### config.mk
export PLATFORM = sky130hd
export DESIGN_NAME = nrf_link_sequencer
export DESIGN_NICKNAME = d
export VERILOG_FILES = /design/src/rtl/nrf_link_sequencer_pkg.sv /design/src/rtl/nrf_spi_framer.sv /design/src/rtl/nrf_link_sequencer.sv
export SDC_FILE = /design/constraint.sdc
export NUM_CORES = 1
export LEC_CHECK = 0
export CAP_MARGIN = 20
export CORE_MARGIN = 2
export CORE_UTILIZATION = 57
export CTS_CLUSTER_DIAMETER = 40
export DETAILED_ROUTE_END_ITERATION = 6
export PLACE_DENSITY = 0.8
export SETUP_SLACK_MARGIN = 0.1
export SLEW_MARGIN = 15
export SYNTH_ARGS = -nofsm -noshare
export SYNTH_HDL_FRONTEND = slang
export SYNTH_SLANG_ARGS = --single-unit
### constraint.sdc
create_clock -name clk_10 -period 3.4 [get_ports clk_10]
set_input_delay 0.68 -clock clk_10 [delete_from_list [all_inputs] [get_ports clk_10]]
set_output_delay 0.68 -clock clk_10 [all_outputs]
set_load 0.005 [all_outputs]
### src/rtl/nrf_link_sequencer_pkg.sv
// nrf_defs: shared definitions for the nRF24L01 PTX link sequencer.
//   - SPI command opcodes and register addresses used by the sequencer
//   - STATUS bit positions (TX_DS, MAX_RT)
//   - sequencer and framer state encodings
//   - helpers: W_REGISTER command builder, saturating increment, init table
package nrf_defs;

    localparam logic [7:0] CMD_W_REGISTER   = 8'h20;
    localparam logic [7:0] CMD_W_TX_PAYLOAD = 8'hA0;
    localparam logic [7:0] CMD_FLUSH_TX     = 8'hE1;
    localparam logic [7:0] CMD_NOP          = 8'hFF;

    localparam logic [4:0] REG_CONFIG     = 5'h00;
    localparam logic [4:0] REG_EN_AA      = 5'h01;
    localparam logic [4:0] REG_SETUP_RETR = 5'h04;
    localparam logic [4:0] REG_RF_CH      = 5'h05;
    localparam logic [4:0] REG_RF_SETUP   = 5'h06;
    localparam logic [4:0] REG_STATUS     = 5'h07;

    localparam int STATUS_TX_DS  = 5;
    localparam int STATUS_MAX_RT = 4;

    // Six two-byte register writes followed by a one-byte FLUSH_TX.
    localparam int INIT_STEPS = 7;

    typedef enum logic [3:0] {
        S_IDLE,
        S_INIT_XFER,
        S_PWRUP_WAIT,
        S_READY,
        S_TX_XFER,
        S_CE_PULSE,
        S_POLL,
        S_CLEAR,
        S_REPORT
    } seq_state_e;

    typedef enum logic [1:0] {
        F_IDLE,
        F_LOAD,
        F_WAIT
    } frm_state_e;

    function automatic logic [7:0] w_reg(input logic [4:0] addr);
        return CMD_W_REGISTER | {3'b000, addr};
    endfunction

    function automatic logic [15:0] sat_inc16(input logic [15:0] v);
        return (v == 16'hFFFF) ? v : v + 16'd1;
    endfunction

    // Byte of init transaction 'step'; cmd selects the command byte,
    // otherwise the data byte.
    function automatic logic [7:0] init_byte(input logic [2:0] step,
                                             input logic       cmd,
                                             input logic [7:0] rf_ch);
        logic [7:0] b;
        case (step)
            3'd0:    b = cmd ? w_reg(REG_CONFIG)     : 8'h0E;
            3'd1:    b = cmd ? w_reg(REG_EN_AA)      : 8'h01;
            3'd2:    b = cmd ? w_reg(REG_SETUP_RETR) : 8'h2F;
            3'd3:    b = cmd ? w_reg(REG_RF_CH)      : rf_ch;
            3'd4:    b = cmd ? w_reg(REG_RF_SETUP)   : 8'h06;
            3'd5:    b = cmd ? w_reg(REG_STATUS)     : 8'h70;
            default: b = CMD_FLUSH_TX;
        endcase
        return b;
    endfunction

endpackage

### src/rtl/nrf_spi_framer.sv
// nrf_spi_framer: frames one SPI transaction of len_i bytes.
//   go_i/len_i/ready_o   transaction request (accepted when ready_o=1)
//   idx_o/byte_i         byte source: caller presents byte idx_o on byte_i
//   done_o               pulse on the spi_done that ends the transaction
//   first_done_o         pulse on the spi_done of byte 0 (STATUS byte)
//   csn_o                chip select, falls one cycle before the first start,
//                        rises the cycle after the last done, then stays
//                        high for CSN_GAP_CYCLES
//   spi_start_o/spi_data_o/spi_done_i  byte handshake with the SPI engine
module nrf_spi_framer
    import nrf_defs::*;
#(
    parameter int CSN_GAP_CYCLES = 2
) (
    input  logic       clk_i,
    input  logic       rst_ni,
    input  logic       go_i,
    input  logic [5:0] len_i,
    input  logic [7:0] byte_i,
    output logic [5:0] idx_o,
    output logic       ready_o,
    output logic       done_o,
    output logic       first_done_o,
    output logic       csn_o,
    output logic       spi_start_o,
    output logic [7:0] spi_data_o,
    input  logic       spi_done_i
);

    // Loaded on the csn rise; ready_o needs it at zero, which gives
    // exactly CSN_GAP_CYCLES high cycles before the next fall.
    localparam logic [7:0] GAP_LOAD = (CSN_GAP_CYCLES > 0) ? 8'(CSN_GAP_CYCLES - 1) : 8'd0;

    frm_state_e state_q, state_d;
    logic [5:0] idx_q, idx_d;
    logic [5:0] len_q, len_d;
    logic [7:0] gap_q, gap_d;
    logic       csn_q, csn_d;
    logic       start_q, start_d;
    logic [7:0] data_q, data_d;

    always_ff @(posedge clk_i or negedge rst_ni) begin
        if (!rst_ni) begin
            state_q <= F_IDLE;
            idx_q   <= 6'd0;
            len_q   <= 6'd0;
            gap_q   <= 8'd0;
            csn_q   <= 1'b1;
            start_q <= 1'b0;
            data_q  <= 8'd0;
        end else begin
            state_q <= state_d;
            idx_q   <= idx_d;
            len_q   <= len_d;
            gap_q   <= gap_d;
            csn_q   <= csn_d;
            start_q <= start_d;
            data_q  <= data_d;
        end
    end

    always_comb begin
        state_d      = state_q;
        idx_d        = idx_q;
        len_d        = len_q;
        csn_d        = csn_q;
        start_d      = 1'b0;
        data_d       = data_q;
        gap_d        = (gap_q != 8'd0) ? gap_q - 8'd1 : 8'd0;
        done_o       = 1'b0;
        first_done_o = 1'b0;
        case (state_q)
            F_IDLE: begin
                if (go_i && gap_q == 8'd0) begin
                    csn_d   = 1'b0;
                    idx_d   = 6'd0;
                    len_d   = (len_i == 6'd0) ? 6'd1 : len_i;
                    state_d = F_LOAD;
                end
            end
            F_LOAD: begin
                start_d = 1'b1;
                data_d  = byte_i;
                state_d = F_WAIT;
            end
            F_WAIT: begin
                // spi_done is only honoured here, while a byte is pending.
                if (spi_done_i) begin
                    first_done_o = (idx_q == 6'd0);
                    if (idx_q == len_q - 6'd1) begin
                        csn_d   = 1'b1;
                        gap_d   = GAP_LOAD;
                        done_o  = 1'b1;
                        state_d = F_IDLE;
                    end else begin
                        idx_d   = (idx_q == 6'h3F) ? idx_q : idx_q + 6'd1;
                        state_d = F_LOAD;
                    end
                end
            end
            default: state_d = F_IDLE;
        endcase
    end

    assign ready_o     = (state_q == F_IDLE) && (gap_q == 8'd0);
    assign idx_o       = idx_q;
    assign csn_o       = csn_q;
    assign spi_start_o = start_q;
    assign spi_data_o  = data_q;

endmodule

### src/rtl/nrf_link_sequencer.sv
// nrf_link_sequencer: command-level sequencer for one nRF24L01 in PTX mode.
//   clk_10, rst (async, active low)
//   init_req / tx_req + tx_data   requests (tx_req honoured only in READY)
//   ready, busy, tx_ok, tx_fail   status; tx_ok/tx_fail are one-cycle pulses
//   status_q                      STATUS byte from the last command byte
//   spi_data_out/spi_start/spi_done/spi_data_in  byte engine handshake
//   csn, ce                       device control pins
module nrf_link_sequencer
    import nrf_defs::*;
#(
    parameter int         PAYLOAD_LEN       = 4,
    parameter logic [7:0] RF_CHANNEL        = 8'd76,
    parameter int         CE_PULSE_CYCLES   = 150,
    parameter int         PWRUP_WAIT_CYCLES = 15000,
    parameter int         CSN_GAP_CYCLES    = 2,
    parameter int         POLL_TIMEOUT      = 65535
) (
    input  logic                     clk_10,
    input  logic                     rst,
    input  logic                     init_req,
    input  logic                     tx_req,
    input  logic [8*PAYLOAD_LEN-1:0] tx_data,
    output logic                     ready,
    output logic                     busy,
    output logic                     tx_ok,
    output logic                     tx_fail,
    output logic [7:0]               status_q,
    output logic [7:0]               spi_data_out,
    output logic                     spi_start,
    input  logic                     spi_done,
    input  logic [7:0]               spi_data_in,
    output logic                     csn,
    output logic                     ce
);

    localparam logic [15:0] PWRUP_LAST = 16'(PWRUP_WAIT_CYCLES - 1);
    localparam logic [15:0] CE_LAST    = 16'(CE_PULSE_CYCLES - 1);
    localparam logic [15:0] POLL_MAX   = 16'(POLL_TIMEOUT);
    localparam logic [2:0]  INIT_LAST  = 3'(INIT_STEPS - 1);

    seq_state_e               state_q, state_d;
    logic [2:0]               step_q, step_d;
    logic [15:0]              cnt_q, cnt_d;
    logic [15:0]              poll_q, poll_d;
    logic                     fail_q, fail_d;
    logic                     ce_q, ce_d;
    logic [7:0]               stat_q, stat_d;
    logic [8*PAYLOAD_LEN-1:0] payload_q, payload_d;

    logic       frm_go;
    logic [5:0] frm_len;
    logic [7:0] frm_byte;
    logic [5:0] frm_idx;
    logic       frm_ready;
    logic       frm_done;
    logic       frm_first;

    nrf_spi_framer #(
        .CSN_GAP_CYCLES(CSN_GAP_CYCLES)
    ) u_framer (
        .clk_i       (clk_10),
        .rst_ni      (rst),
        .go_i        (frm_go),
        .len_i       (frm_len),
        .byte_i      (frm_byte),
        .idx_o       (frm_idx),
        .ready_o     (frm_ready),
        .done_o      (frm_done),
        .first_done_o(frm_first),
        .csn_o       (csn),
        .spi_start_o (spi_start),
        .spi_data_o  (spi_data_out),
        .spi_done_i  (spi_done)
    );

    always_ff @(posedge clk_10 or negedge rst) begin
        if (!rst) begin
            state_q   <= S_IDLE;
            step_q    <= 3'd0;
            cnt_q     <= 16'd0;
            poll_q    <= 16'd0;
            fail_q    <= 1'b0;
            ce_q      <= 1'b0;
            stat_q    <= 8'd0;
            payload_q <= '0;
        end else begin
            state_q   <= state_d;
            step_q    <= step_d;
            cnt_q     <= cnt_d;
            poll_q    <= poll_d;
            fail_q    <= fail_d;
            ce_q      <= ce_d;
            stat_q    <= stat_d;
            payload_q <= payload_d;
        end
    end

    always_comb begin
        state_d   = state_q;
        step_d    = step_q;
        cnt_d     = cnt_q;
        poll_d    = poll_q;
        fail_d    = fail_q;
        ce_d      = ce_q;
        payload_d = payload_q;
        // Poll decisions use the STATUS byte arriving this cycle.
        stat_d    = frm_first ? spi_data_in : stat_q;
        frm_go    = 1'b0;
        frm_len   = 6'd1;
        frm_byte  = CMD_NOP;
        case (state_q)
            S_IDLE: begin
                if (init_req) begin
                    state_d = S_INIT_XFER;
                    step_d  = 3'd0;
                end
            end
            S_READY: begin
                if (init_req) begin
                    state_d = S_INIT_XFER;
                    step_d  = 3'd0;
                end else if (tx_req) begin
                    state_d   = S_TX_XFER;
                    payload_d = tx_data;
                end
            end
            S_INIT_XFER: begin
                frm_len  = (step_q == INIT_LAST) ? 6'd1 : 6'd2;
                frm_byte = init_byte(step_q, frm_idx == 6'd0, RF_CHANNEL);
                frm_go   = frm_ready;
                if (frm_done) begin
                    if (step_q == INIT_LAST) begin
                        state_d = S_PWRUP_WAIT;
                        cnt_d   = 16'd0;
                    end else begin
                        step_d = step_q + 3'd1;
                    end
                end
            end
            S_PWRUP_WAIT: begin
                if (cnt_q >= PWRUP_LAST) begin
                    state_d = S_READY;
                end else begin
                    cnt_d = sat_inc16(cnt_q);
                end
            end
            S_TX_XFER: begin
                frm_len  = 6'(PAYLOAD_LEN + 1);
                frm_byte = CMD_W_TX_PAYLOAD;
                for (int i = 0; i < PAYLOAD_LEN; i++) begin
                    if (frm_idx == 6'(i + 1)) begin
                        frm_byte = payload_q[8*i +: 8];
                    end
                end
                frm_go = frm_ready;
                if (frm_done) begin
                    state_d = S_CE_PULSE;
                    cnt_d   = 16'd0;
                    ce_d    = 1'b1;
                end
            end
            S_CE_PULSE: begin
                if (cnt_q >= CE_LAST) begin
                    ce_d    = 1'b0;
                    state_d = S_POLL;
                    poll_d  = 16'd0;
                end else begin
                    cnt_d = sat_inc16(cnt_q);
                end
            end
            S_POLL: begin
                frm_go = frm_ready;
                if (frm_done) begin
                    poll_d = sat_inc16(poll_q);
                    // TX_DS takes priority over MAX_RT when both are set.
                    if (stat_d[STATUS_TX_DS]) begin
                        state_d = S_CLEAR;
                        step_d  = 3'd0;
                        fail_d  = 1'b0;
                    end else if (stat_d[STATUS_MAX_RT] || poll_d >= POLL_MAX) begin
                        state_d = S_CLEAR;
                        step_d  = 3'd0;
                        fail_d  = 1'b1;
                    end
                end
            end
            S_CLEAR: begin
                if (step_q == 3'd0) begin
                    frm_len  = 6'd2;
                    frm_byte = (frm_idx == 6'd0) ? w_reg(REG_STATUS) : 8'h70;
                end else begin
                    frm_byte = CMD_FLUSH_TX;
                end
                frm_go = frm_ready;
                if (frm_done) begin
                    if (step_q == 3'd0 && fail_q) begin
                        step_d = 3'd1;
                    end else begin
                        state_d = S_REPORT;
                    end
                end
            end
            S_REPORT: begin
                state_d = S_READY;
            end
            default: state_d = S_IDLE;
        endcase
    end

    assign ready    = (state_q == S_READY);
    assign busy     = (state_q != S_IDLE) && (state_q != S_READY);
    assign tx_ok    = (state_q == S_REPORT) && !fail_q;
    assign tx_fail  = (state_q == S_REPORT) && fail_q;
    assign status_q = stat_q;
    assign ce       = ce_q;

endmodule

### Yosys cells after proc, flatten, opt, wreduce, memory -nomap -nowiden

Index checks and enable logic that the tools add are counted.

| cells by class | value |
|---|---|
| $add $sub $neg | 6 |
| $lt $le $gt $ge | 3 |
| equality and inequality tests | 46 |
| muxes and demuxes | 81 |
| bitwise logic cells | 1 |
| reductions and logical operators | 35 |

Operators by type and width:

| kind | number |
|---|---|
| 2-to-1 mux 16 bit | 9 |
| 2-to-1 mux 8 bit | 9 |
| case mux 16 bit (4 select lines) | 1 |
| 2-to-1 mux 4 bit | 14 |
| 2-to-1 mux 6 bit | 8 |
| case mux 8 bit (6 select lines) | 1 |
| case mux 4 bit (9 select lines) | 1 |
| adder 16 x 1 -> 16 bit, second input constant | 2 |
| == test 16 bit, second input constant | 2 |
| != test 2 bit, second input constant | 16 |
| case mux 16 bit (2 select lines) | 1 |
| 2-to-1 mux 3 bit | 9 |
| case mux 8 bit (3 select lines) | 1 |
| == test 4 x 3 -> 1 bit, second input constant | 4 |
| >= comparator 16 x 14 -> 1 bit, second input constant | 1 |
| >= comparator 16 bit, second input constant | 1 |
| >= comparator 16 x 8 -> 1 bit, second input constant | 1 |
| 2-to-1 mux 1 bit | 15 |
| 2-to-1 mux 7 bit | 2 |
| == test 6 x 2 -> 1 bit, second input constant | 2 |
| zero test 6 bit | 2 |
| case mux 3 bit (4 select lines) | 1 |
| case mux 6 bit (2 select lines) | 1 |
| AND reduction 3 bit | 4 |
| 42 further kinds | 64 |

| word-level totals | value |
|---|---|
| flip-flop bits (word level) | 113 |
| output and inout port bits | 23 |
| word-level logic and storage cells | 188 |

### Depth between registers and ports, before layout

| depth | value |
|---|---|
| depth in word-level cells | 9 |
| gate-level depth with buffers | 11 |
| depth with buffers taken out | 10 |

### Modules after synthesis

A second synthesis with hierarchy kept.

| second synthesis, totals | value |
|---|---|
| cell total of the unflattened synthesis | 711 |
| area total of the unflattened synthesis | 6837.8 µm² |

Modules (own cells, without submodules):

| module | times used | cells an instance | area each (µm²) | seq. area each (µm²) |
|---|---|---|---|---|
| nrf_link_sequencer | 1 | 557 | 5188.7 | 2026.9 |
| nrf_spi_framer | 1 | 154 | 1649.1 | 802.0 |

### Worst setup path before layout

No wires, ideal clock.

| timing path | value |
|---|---|
| kind | register to register |
| start | register, netlist name u_framer.len_q[0] |
| end | register payload_q[10] |
| library setup time | 0.125 ns |
| arrival | 2.706 ns |
| required time | 3.275 ns |
| slack | 0.569 ns |
| cell stages (with the launch flop) | 12 |
| buffers on the path | 1 |
| period minus slack after synthesis | 2.831 ns |
| cells stage by stage | dfrtp_1 -> inv_1 -> ha_1 -> ha_1 -> xor2_1 -> nand4_1 -> nor3_4 -> o22ai_1 -> a221o_1 -> nand3b_4 -> buf_6 -> mux2_4 |

RTL lines:

| item | RTL line | text |
|---|---|---|
| end signal, assigned | nrf_link_sequencer.sv:94 | `payload_q <= payload_d;` |
| end, declared | nrf_link_sequencer.sv:48 | `logic [8*PAYLOAD_LEN-1:0] payload_q, payload_d;` |

### Final worst setup path

| timing path | value |
|---|---|
| start | register poll_q[5] |
| end | register step_q[0] |

| on the way | value |
|---|---|
| longest elaborated chain between the ends | 6 |
| elaborated cells between the ends (all ways) | 7 |

Ends and longest elaborated chain:

| item | RTL line | text |
|---|---|---|
| start, declared | nrf_link_sequencer.sv:44 | `logic [15:0] poll_q, poll_d;` |
| start signal, assigned | nrf_link_sequencer.sv:90 | `poll_q <= poll_d;` |
| adder 16 x 1 -> 16 bit / == test 16 bit (equally long branches) | nrf_link_sequencer_pkg.sv:49 | `return (v == 16'hFFFF) ? v : v + 16'd1;` |
| 2-to-1 mux 16 bit * | nrf_link_sequencer_pkg.sv:49 |  |
| >= comparator 16 bit * | nrf_link_sequencer.sv:180 | `end else if (stat_d[STATUS_MAX_RT] \|\| poll_d >= POLL_MAX) begin` |
| logical OR 1 bit * | nrf_link_sequencer.sv:180 |  |
| != test 3 bit (no line) * | n/a |  |
| AND reduction 8 bit (no line) * | n/a |  |
| end signal, assigned | nrf_link_sequencer.sv:88 | `step_q <= step_d;` |
| end, declared | nrf_link_sequencer.sv:42 | `logic [2:0] step_q, step_d;` |

Mark *: on every way between the ends. The rest lies on a longest branch, timed or not.
A chain may end at the register's enable or synchronous reset.

==> impl_metrics.tcl <==
set metrics [dict create \
    cp_slowest_cell "dfrtp_1" \
    synth_seq_cells 110 \
    die_h_um 110 \
    critPathKind "reg2reg" \
    leakage_nw 3.22 \
    worstRegToRegCells 7 \
    clock_latency_ps 360 \
    rsz0062_at_grt "no" \
    grt_max_degree 59 \
    finalSetupTns_ps 0 \
    p_sw_frac 0.363 \
    worstPathRequired_ps 3630 \
    hold_class "in2async" \
    ios 68 \
    start_util 0.590 \
    setup_viol 0 \
    syn-num-nets 728 \
    wl_um 15500 \
    synth.distinct_cells 75 \
    total_power_mw 5.45 \
    cts-resized-gates 0 \
    grt_remaining_overflow 0 \
    seqPwrFrac 0.370 \
    n_antenna_cell 0 \
    drt.antenna.violating_nets 0 \
    io_buffers 67 \
    fin_nets 791 \
    drtPass1Iterations 6 \
    cts_tree "built" \
    start_kind "flip-flop" \
    die_area_um2 12200 \
    async_flop_share 1.00 \
    tightest_slew_ps 804 \
    fmax_mhz 317 \
    ir_drop_mv 0.475 \
    power.density_nw_per_um2 718 \
    grt_antenna_before_repair 0 \
    skew_ps 8.92 \
    wl_per_cell_um 17.8 \
    synth_ff_type "dfrtp_1" \
    coreArea_um2 10900 \
    synth_edf_count 0 \
    hold_viol 0 \
    synth.avg_cell_area_um2 9.69 \
    grt_pass1_vias 5201 \
    synth_cells 666 \
    pwr-share-comb 0.433 \
    p_clk_frac 0.197 \
    post_cts_buffers 0 \
    relSlewSlack 0.459 \
    final_cell_mix "109 x dfrtp_1, 66 x nor2_1, 66 x clkdlybuf4s50_1" \
    cts_made_buffers 9 \
    final_util 0.694 \
    status "complete, no violations" \
    cts_hold_buffers 0 \
    yosys_warnings 0 \
    cts_sinks 110 \
    holdWs_ps 362 \
    vias 5477 \
    syn_area_um2 6450 \
    end_kind "flip-flop" \
    finalCriticalPeriod_ps 3160 \
    htreeDepth 3 \
    dpl.hpwl_um 11400 \
    layout-drive-gt1-share 0.117 \
    drtIter0Drc 569 \
    path_clk_slew_ps 70 \
    cp_data_arrival_time_ps 3390 \
    area_delta_synth_final_pct 17.7 \
    power.internal_mw 3.47 \
    cp_max_fo 10 \
    die_x_um 110 \
    cts-root-buf "clkbuf_16" \
    track_usage 0.268 \
    synth-seq-area-share 0.427 \
    grt_pass1_wl_um 25300 \
    fillCellCount 840 \
    drv_cap 0 \
    drc_errors 0 \
    final_common_cell "dfrtp_1" \
    cts_buffer_depth 2 \
    cpPeakStageDelay_ps 560 \
    row_count 38 \
    timing.final.crit_share 0.929 \
    cp_cell_sequence "nand4_4 > nor4_2 > o211ai_1 > a2111oi_0 > nand4_1 > a211oi_2 > mux2_1" \
    slew_viol_final 0 \
    globalplace.congestion 0.978 \
    routed_via_density 6.27 \
    p_switching_mw 1.98 \
]
## through the flow
step | instances | worst slack (ps) | instance area, um^2
6_report | 874 | 242 | 7590
5_1_grt | 874 | 138 | 7590
4_1_cts | 874 | 276 | 7580
3_5_place_dp | 858 | 243 | 7290
3_3_place_gp | 858 | 311 | 7290
2_1_floorplan | 666 | 569 | 6450
## kinds of logic (layout without fill, tap and decap cells)
group	count (synthesis)	in the layout	synth area share
simple gates	263	263	0.216
compound gates	160	160	0.165
flops	110	110	0.427
buf+inv	50	118	0.0349
mux	48	48	0.100
xor+xnor	18	18	0.0244
fa+ha+maj	17	17	0.0330
## power by group through the flow
stage / registers, mW / clock network [mW] / logic [mW]
finish: 2.02 / 1.07 / 2.36
global route: 2.07 / 1.14 / 2.58
CTS: 2.01 / 1.08 / 2.34
detailed placement: 2.03 / 0 / 2.32
global placement: 2.01 / 0 / 2.22
floorplan: 1.96 / 0 / 1.62
## final cells by class
| class | count | area [um^2] | area share |
|---|---|---|---|
| inverter | 18 | 67.6 | 0.00890 |
| clock inverter | 4 | 55.1 | 0.00725 |
| timing repair buffer | 84 | 821 | 0.108 |
| sequential | 110 | 2750 | 0.363 |
| multi-input combinational | 506 | 3480 | 0.459 |
| clock buffer | 12 | 236 | 0.0311 |
| tap | 140 | 175 | 0.0231 |
## path summary, 6_finish.rpt
kind                                               startpoint                                  to  slack, ps
setup / recovery                        poll_q[5]$_DFFE_PN0P_               step_q[0]$_DFFE_PN0P_        240
max in group asynchronous                                 rst          u_framer.csn_o$_DFFE_PN1P_       2270
setup reg to reg                        poll_q[5]$_DFFE_PN0P_               step_q[0]$_DFFE_PN0P_        240
min in group clk_10        u_framer.spi_data_o[6]$_DFFE_PN0P_  u_framer.spi_data_o[6]$_DFFE_PN0P_        490
hold / removal                                            rst         u_framer.gap_q[5]$_DFF_PN0_        360
hold reg to reg            u_framer.spi_data_o[6]$_DFFE_PN0P_  u_framer.spi_data_o[6]$_DFFE_PN0P_        490
## flip-flops by register name, indices dropped and copies added, names as in the netlist
signal                count
u_framer.idx_o            6
u_framer.gap_q            8
u_framer.spi_start_o      1
step_q                    3
fail_q                    1
payload_q                32
u_framer.csn_o            1
u_framer.state_q          2
state_q                   4
u_framer.len_q            3
u_framer.spi_data_o       8
ce                        1
status_q                  8
cnt_q                    16
poll_q                   16
## worst max-delay path, delay by kind of cell, from the launching register on
family / cells / cell delay (ps)
and+or+nand+nor: 3 / 1010
DFF: 1 / 560
AOI/OAI and AO/OA: 3 / 1100
muxes: 1 / 370
## per-layer routing
layer  global-route usage  part of all wire  wire, um  vias to the layer above
met1                0.370              0.44      6840                     2655
met5                    0                 0         0                        -
met2                0.427              0.48      7490                      216
met3               0.0482             0.062       961                       26
li1                     -                 -         -                     2580
met4               0.0955             0.015       238                        0
## synthesized netlist by cell type (all sizes together) (2+ instances only)
cell type / instances / share of area
nor4b: 2 / 0.0027
a22o: 2 / 0.0027
or2: 3 / 0.0029
ha: 17 / 0.033
or3: 11 / 0.011
o21a: 5 / 0.0058
mux2: 45 / 0.095
a21oi: 35 / 0.027
o22a: 2 / 0.0027
nor2: 66 / 0.038
mux2i: 3 / 0.0047
and3: 8 / 0.0078
buf: 13 / 0.013
nor4: 13 / 0.016
o211ai: 6 / 0.0070
nand2b: 13 / 0.013
nand4: 20 / 0.022
o32a: 2 / 0.0031
a211oi: 3 / 0.0043
and4: 6 / 0.0081
o221ai: 4 / 0.0054
and3b: 2 / 0.0027
nor3b: 4 / 0.0047
inv: 17 / 0.0099
o22ai: 6 / 0.0058
nand4b: 2 / 0.0027
a221oi: 5 / 0.0078
dfrtp: 109 / 0.42
xor2: 11 / 0.015
xnor2: 7 / 0.0095
nand3: 22 / 0.017
a31oi: 14 / 0.014
clkbuf: 19 / 0.011
a2111oi: 3 / 0.0050
and2: 6 / 0.0058
o31ai: 8 / 0.0093
o21ai: 39 / 0.030
a2111o: 3 / 0.0052
a22oi: 10 / 0.012
nor3: 14 / 0.013
nand2: 59 / 0.034
a211o: 2 / 0.0027
nor2b: 7 / 0.0068
nand3b: 2 / 0.0043
Power figures use the tool's default switching activity.
